===== src/rtl/mips_multicycle_control.sv =====
// Multicycle MIPS control unit: a state register plus a combinational decode
// of that state into PC, IR, memory, register-file and ALU-source strobes.
// Strobes that depend on the memory handshake or the ALU zero flag are gated
// live, so a stall never advances the PC and a not-taken beq never branches.
module mips_multicycle_control (
   input  logic       clk,
   input  logic       reset_n,
   input  logic [5:0] opcode,
   input  logic       zero,
   input  logic       mem_ready,
   output logic       pc_write,
   output logic       branch,
   output logic       jump,
   output logic       ir_write,
   output logic       mem_read,
   output logic       mem_write,
   output logic       i_or_d,
   output logic       reg_write,
   output logic       reg_dst,
   output logic       mem_to_reg,
   output logic       alu_src_a,
   output logic [1:0] alu_src_b,
   output logic [1:0] alu_op,
   output logic [3:0] state,
   output logic       illegal_op
);

   typedef enum logic [3:0] {
      S_FETCH  = 4'd0,
      S_DECODE = 4'd1,
      S_MEMADR = 4'd2,
      S_MEMRD  = 4'd3,
      S_MEMWB  = 4'd4,
      S_MEMWR  = 4'd5,
      S_EXEC   = 4'd6,
      S_ALUWB  = 4'd7,
      S_BRANCH = 4'd8,
      S_JUMP   = 4'd9,
      S_ADDIEX = 4'd10,
      S_ADDIWB = 4'd11
   } state_t;

   localparam logic [5:0] OP_R    = 6'b000000;
   localparam logic [5:0] OP_LW   = 6'b100011;
   localparam logic [5:0] OP_SW   = 6'b101011;
   localparam logic [5:0] OP_BEQ  = 6'b000100;
   localparam logic [5:0] OP_J    = 6'b000010;
   localparam logic [5:0] OP_ADDI = 6'b001000;

   state_t state_reg;
   state_t state_next;

   assign state = state_reg;

   // State register; reset aborts whatever instruction is in flight.
   always_ff @(posedge clk or negedge reset_n) begin
      if (!reset_n)
         state_reg <= S_FETCH;
      else
         state_reg <= state_next;
   end

   // Next-state selection; memory states hold until the handshake completes.
   always_comb begin
      state_next = S_FETCH;
      case (state_reg)
         S_FETCH:  state_next = mem_ready ? S_DECODE : S_FETCH;
         S_DECODE: begin
            case (opcode)
               OP_LW, OP_SW: state_next = S_MEMADR;
               OP_R:         state_next = S_EXEC;
               OP_BEQ:       state_next = S_BRANCH;
               OP_J:         state_next = S_JUMP;
               OP_ADDI:      state_next = S_ADDIEX;
               default:      state_next = S_FETCH;
            endcase
         end
         S_MEMADR: begin
            if (opcode == OP_LW)
               state_next = S_MEMRD;
            else if (opcode == OP_SW)
               state_next = S_MEMWR;
            else
               state_next = S_FETCH;
         end
         S_MEMRD:  state_next = mem_ready ? S_MEMWB : S_MEMRD;
         S_MEMWB:  state_next = S_FETCH;
         S_MEMWR:  state_next = mem_ready ? S_FETCH : S_MEMWR;
         S_EXEC:   state_next = S_ALUWB;
         S_ALUWB:  state_next = S_FETCH;
         S_ADDIEX: state_next = S_ADDIWB;
         S_ADDIWB: state_next = S_FETCH;
         S_BRANCH: state_next = S_FETCH;
         S_JUMP:   state_next = S_FETCH;
         default:  state_next = S_FETCH;
      endcase
   end

   // Output decode; everything is held at zero while reset is asserted so no
   // partial strobe survives the falling edge of reset_n.
   always_comb begin
      pc_write   = 1'b0;
      branch     = 1'b0;
      jump       = 1'b0;
      ir_write   = 1'b0;
      mem_read   = 1'b0;
      mem_write  = 1'b0;
      i_or_d     = 1'b0;
      reg_write  = 1'b0;
      reg_dst    = 1'b0;
      mem_to_reg = 1'b0;
      alu_src_a  = 1'b0;
      alu_src_b  = 2'b00;
      alu_op     = 2'b00;
      illegal_op = 1'b0;
      if (reset_n) begin
         case (state_reg)
            S_FETCH: begin
               mem_read  = 1'b1;
               alu_src_b = 2'b01;
               ir_write  = mem_ready;
               pc_write  = mem_ready;
            end
            S_DECODE: begin
               alu_src_b = 2'b11;
               case (opcode)
                  OP_LW, OP_SW, OP_R, OP_BEQ, OP_J, OP_ADDI: illegal_op = 1'b0;
                  default:                                   illegal_op = 1'b1;
               endcase
            end
            S_MEMADR, S_ADDIEX: begin
               alu_src_a = 1'b1;
               alu_src_b = 2'b10;
            end
            S_MEMRD: begin
               mem_read = 1'b1;
               i_or_d   = 1'b1;
            end
            S_MEMWB: begin
               reg_write  = 1'b1;
               mem_to_reg = 1'b1;
            end
            S_MEMWR: begin
               mem_write = 1'b1;
               i_or_d    = 1'b1;
            end
            S_EXEC: begin
               alu_src_a = 1'b1;
               alu_op    = 2'b10;
            end
            S_ALUWB: begin
               reg_write = 1'b1;
               reg_dst   = 1'b1;
            end
            S_ADDIWB: reg_write = 1'b1;
            S_BRANCH: begin
               alu_src_a = 1'b1;
               alu_op    = 2'b01;
               branch    = zero;
            end
            S_JUMP:   jump = 1'b1;
            default: begin
               pc_write = 1'b0;
            end
         endcase
      end
   end

endmodule


===== config.mk =====
export PLATFORM = sky130hd
export DESIGN_NAME = mips_multicycle_control
export DESIGN_NICKNAME = d
export VERILOG_FILES = /design/src/rtl/mips_multicycle_control.sv
export SDC_FILE = /design/constraint.sdc
export NUM_CORES = 1
export LEC_CHECK = 0
export BUFFER_PORTS_ARGS = -buffer_cell sky130_fd_sc_hd__buf_4
export CAP_MARGIN = 15
export CELL_PAD_IN_SITES_DETAIL_PLACEMENT = 1
export CELL_PAD_IN_SITES_GLOBAL_PLACEMENT = 2
export CORE_ASPECT_RATIO = 1.25
export CORE_MARGIN = 2
export CORE_UTILIZATION = 20
export DETAILED_ROUTE_END_ITERATION = 12
export PLACE_DENSITY_LB_ADDON = 0.12
export RECOVER_POWER = 25
export SLEW_MARGIN = 20
export SYNTH_ARGS = -nofsm -noshare
export SYNTH_HDL_FRONTEND = slang
export SYNTH_SLANG_ARGS = --single-unit

===== constraint.sdc =====
create_clock -name clk -period 1.05 [get_ports clk]
set_input_delay 0 -clock clk [delete_from_list [all_inputs] [get_ports clk]]
set_output_delay 0 -clock clk [all_outputs]
set_load 0.01 [all_outputs]

==> out/metrics.csv <==
metric,value,unit
Synth top area share,0.1818,
Fill cells,299,
crit path kind,flop to output pin,
Syn Inst Count,69,
"commonest non-fill, non-tap cell in the layout",buf_4,
Finish-stage setup viols,20,
Die Span Y,62.66,microns
# DRC,0,
n_diodes,0,
"Net Count, Synth",79,
Ports,30,
sequential share of power,0.241,
Slew headroom,0.7514,
"commonest cells after routing, fill and taps aside","buf_4 (40), buf_6 (19), nor2_4 (4), dfrtp_2 (4)",
CTS Buf Count,3,
"area leader, netlist",dfrtp_1,
RSZ-0062 raised after global routing,true,
Area contributors post-synth,"dfrtp_1 (18%), nor2_1 (6.1%), nand4bb_4 (5.0%), and3_1 (4.5%), nand2b_1 (4.5%)",
Post-Syn Area,550.5,sq um
Post-Route WL,2.399,mm
CTS tree,yes,
Logic pwr share,0.494,
crit start category,flop,
post-synthesis sequential area ratio,0.1818,
critical path arrival,1.40,ns
initial antenna violation count,0,
Clock power frac,0.265,
row cnt,21,
CTS Buffer Depth,2,
Final WS setup,-0.3535,ns
Slew Limit Fails,0,
Die W,50.93,microns
CTS root buf,clkbuf_4,
gpl congestion,0.7694,
clock latency on the worst-skew pair,0.24,ns
Initial Utilization,0.2074,
outcome,"complete, but fails checks",
fin util,0.4998,
layout cells sized above 1,0.7364,
crit-path max cell delay,0.45,ns
I/O Buffers,29,
"CTS clk-pin slew, worst paths",0.04,ns
Sw Share,0.3282,
average cell area after synthesis,7.979,sq um
Synth cell types,35,
Critical Path Sink Type,output pin,
buffer and inverter count on the worst path,2,
minimum clock period,1.404,ns
worst min-delay path category,input port to flop,
maximum fanout along the worst path,6,
CORE AREA,2654,sq um
Sink Count,4,
Power Total,0.7321,mW
Pre-Repair DR Iteration Count,3,
Synth Register Bits,4,
Die Area,3191,sq um
fmax,712.5,MHz
Slew @ Worst Pin,0.3695,ns
"Area growth, synth to finish",140.9,%
"critical path, cell by cell","buf_6, nand3b_1, nor3_2, and2_1, buf_4",
P_leak,0.5950,nW
slowest cell on the critical path,dfrtp_2,
Final period util,1.337,
first-pass GRT wire length,3.884,mm
final hold violation count,0,
Max IR drop VDD,0.3152,mV
vias in the first global route,848,
"setup slack, reg-to-reg",-0.29,ns
Vias/cell,4.761,
htree depth,1,
max FFs per register,4,
Starting DRT DRC Count,7,
WP data required,1.05,ns
clock tree skew after final layout,0.001549,ns
Crit path max-delay family,simple AND/OR/NAND/NOR gates,
Final Net Count,141,
routed len/inst,14.72,microns
total number of vias,776,
largest net degree at the start of global routing,8,
PwrDens,552.0,nW/um^2
dpl hpwl,1.682,mm
overflow left after global routing,0,
Post-DRT Antenna Nets,0,
Psw,0.2403,mW
P_int,0.4918,mW
Synth Warn #,0,
Tot GR Track Use,0.1561,
failing checks,setup timing,
Max-cap violations,0,
routing by layer:
layer | track usage | vias up | part of all wire
met1 | 0.1620 | 376 | 0.36
met4 | 0.04054 | 0 | 0.0063
met2 | 0.3214 | 16 | 0.60
met3 | 0.004785 | 2 | 0.028
met5 | 0 | - | 0
li1 | - | 382 | -
worst reg2reg max path, delay by kind of cell, from the launching register on:
| kind | cells | cell delay [ns] |
|---|---|---|
| flops | 1 | 0.44 |
| compound gates | 1 | 0.18 |
| simple gates | 2 | 0.50 |
| buf+inv | 1 | 0.13 |
layout make-up:
cell class | instances | area, sq um | share of cell area
clock buffer | 3 | 22.52 | 0.01698
sequential | 4 | 105.1 | 0.07925
multi-input combinational | 58 | 604.3 | 0.4557
tap | 34 | 42.54 | 0.03208
inverter | 2 | 7.507 | 0.005660
timing repair buffer | 62 | 544.3 | 0.4104
synthesized netlist by cell type:
| cell | number |
|---|---|
| xor2_1 | 2 |
| and3_1 | 4 |
| nor2_1 | 9 |
| nand4bb_4 | 1 |
| o211a_1 | 1 |
| nor4_1 | 2 |
| o32a_1 | 1 |
| or2_4 | 1 |
| buf_2 | 2 |
| o211ai_2 | 1 |
| nor2b_1 | 1 |
| nor3_1 | 5 |
| and2_1 | 1 |
| xnor2_1 | 1 |
| nor4b_2 | 1 |
| dfrtp_1 | 4 |
| a211oi_1 | 1 |
| nand4b_1 | 1 |
| inv_1 | 2 |
| o221ai_2 | 1 |
| nand3_1 | 1 |
| and3b_1 | 1 |
| o21ai_0 | 3 |
| a2111oi_1 | 1 |
| and4b_1 | 1 |
| buf_4 | 3 |
| o211ai_1 | 2 |
| nor4b_1 | 1 |
| o21a_1 | 1 |
| nand2b_1 | 4 |
| nand4_1 | 2 |
| nor3b_1 | 1 |
| nand2_1 | 3 |
| nand3b_1 | 2 |
| o32ai_1 | 1 |
cells by family after synthesis:
group | count (synthesis) | share of synthesized area
buffers and inverters | 7 | 0.07273
AO/OA/AOI/OAI | 13 | 0.2023
XOR/XNOR | 3 | 0.04774
AND/OR/NAND/NOR | 42 | 0.4954
flip-flops | 4 | 0.1818
repair_timing:
action                                  4_1_cts  5_1_grt
buffers inserted                             12        2
hold buffers                                  1        0
resized for setup                            34       18
endpoints found under the setup margin       20       21
hold endpoints to repair                      4        0
pin swaps                                    10        4
power groups by stage:
stage / registers (mW) / clock network, mW / logic (mW)
after floorplan: 0.175 / 0 / 0.119
after global placement: 0.176 / 0 / 0.258
after detailed placement: 0.177 / 0 / 0.258
after CTS: 0.174 / 0.189 / 0.340
after global routing: 0.178 / 0.214 / 0.390
final: 0.177 / 0.194 / 0.362
path summary, 6_finish.rpt:
kind,start,end,cells past startpoint
worst max-delay path,state[2]$_DFF_PN0_,branch,5
worst min-delay path,opcode[3],state[1]$_DFF_PN0_,2
worst max register to register,state[3]$_DFF_PN0_,state[2]$_DFF_PN0_,4
worst min register to register,state[1]$_DFF_PN0_,state[3]$_DFF_PN0_,2
max in group asynchronous,reset_n,state[3]$_DFF_PN0_,2
min in group asynchronous,reset_n,state[1]$_DFF_PN0_,2
through the flow:
step | worst slack, ns | TNS (ns) | instances | area, sq um | hold slack, ns
floorplan | -0.1568 | -0.7256 | 69 | 599.3 | -0.2956
global placement | -0.2073 | -1.895 | 145 | 955.9 | -0.1765
detailed placement | -0.2306 | -2.205 | 145 | 955.9 | -0.1801
CTS | -0.3598 | -5.523 | 161 | 1232 | 0.03096
global route | -0.4310 | -6.645 | 163 | 1326 | 0.02647
finish | -0.3535 | -5.471 | 163 | 1326 | 0.02267
Power figures use the tool's default switching activity.
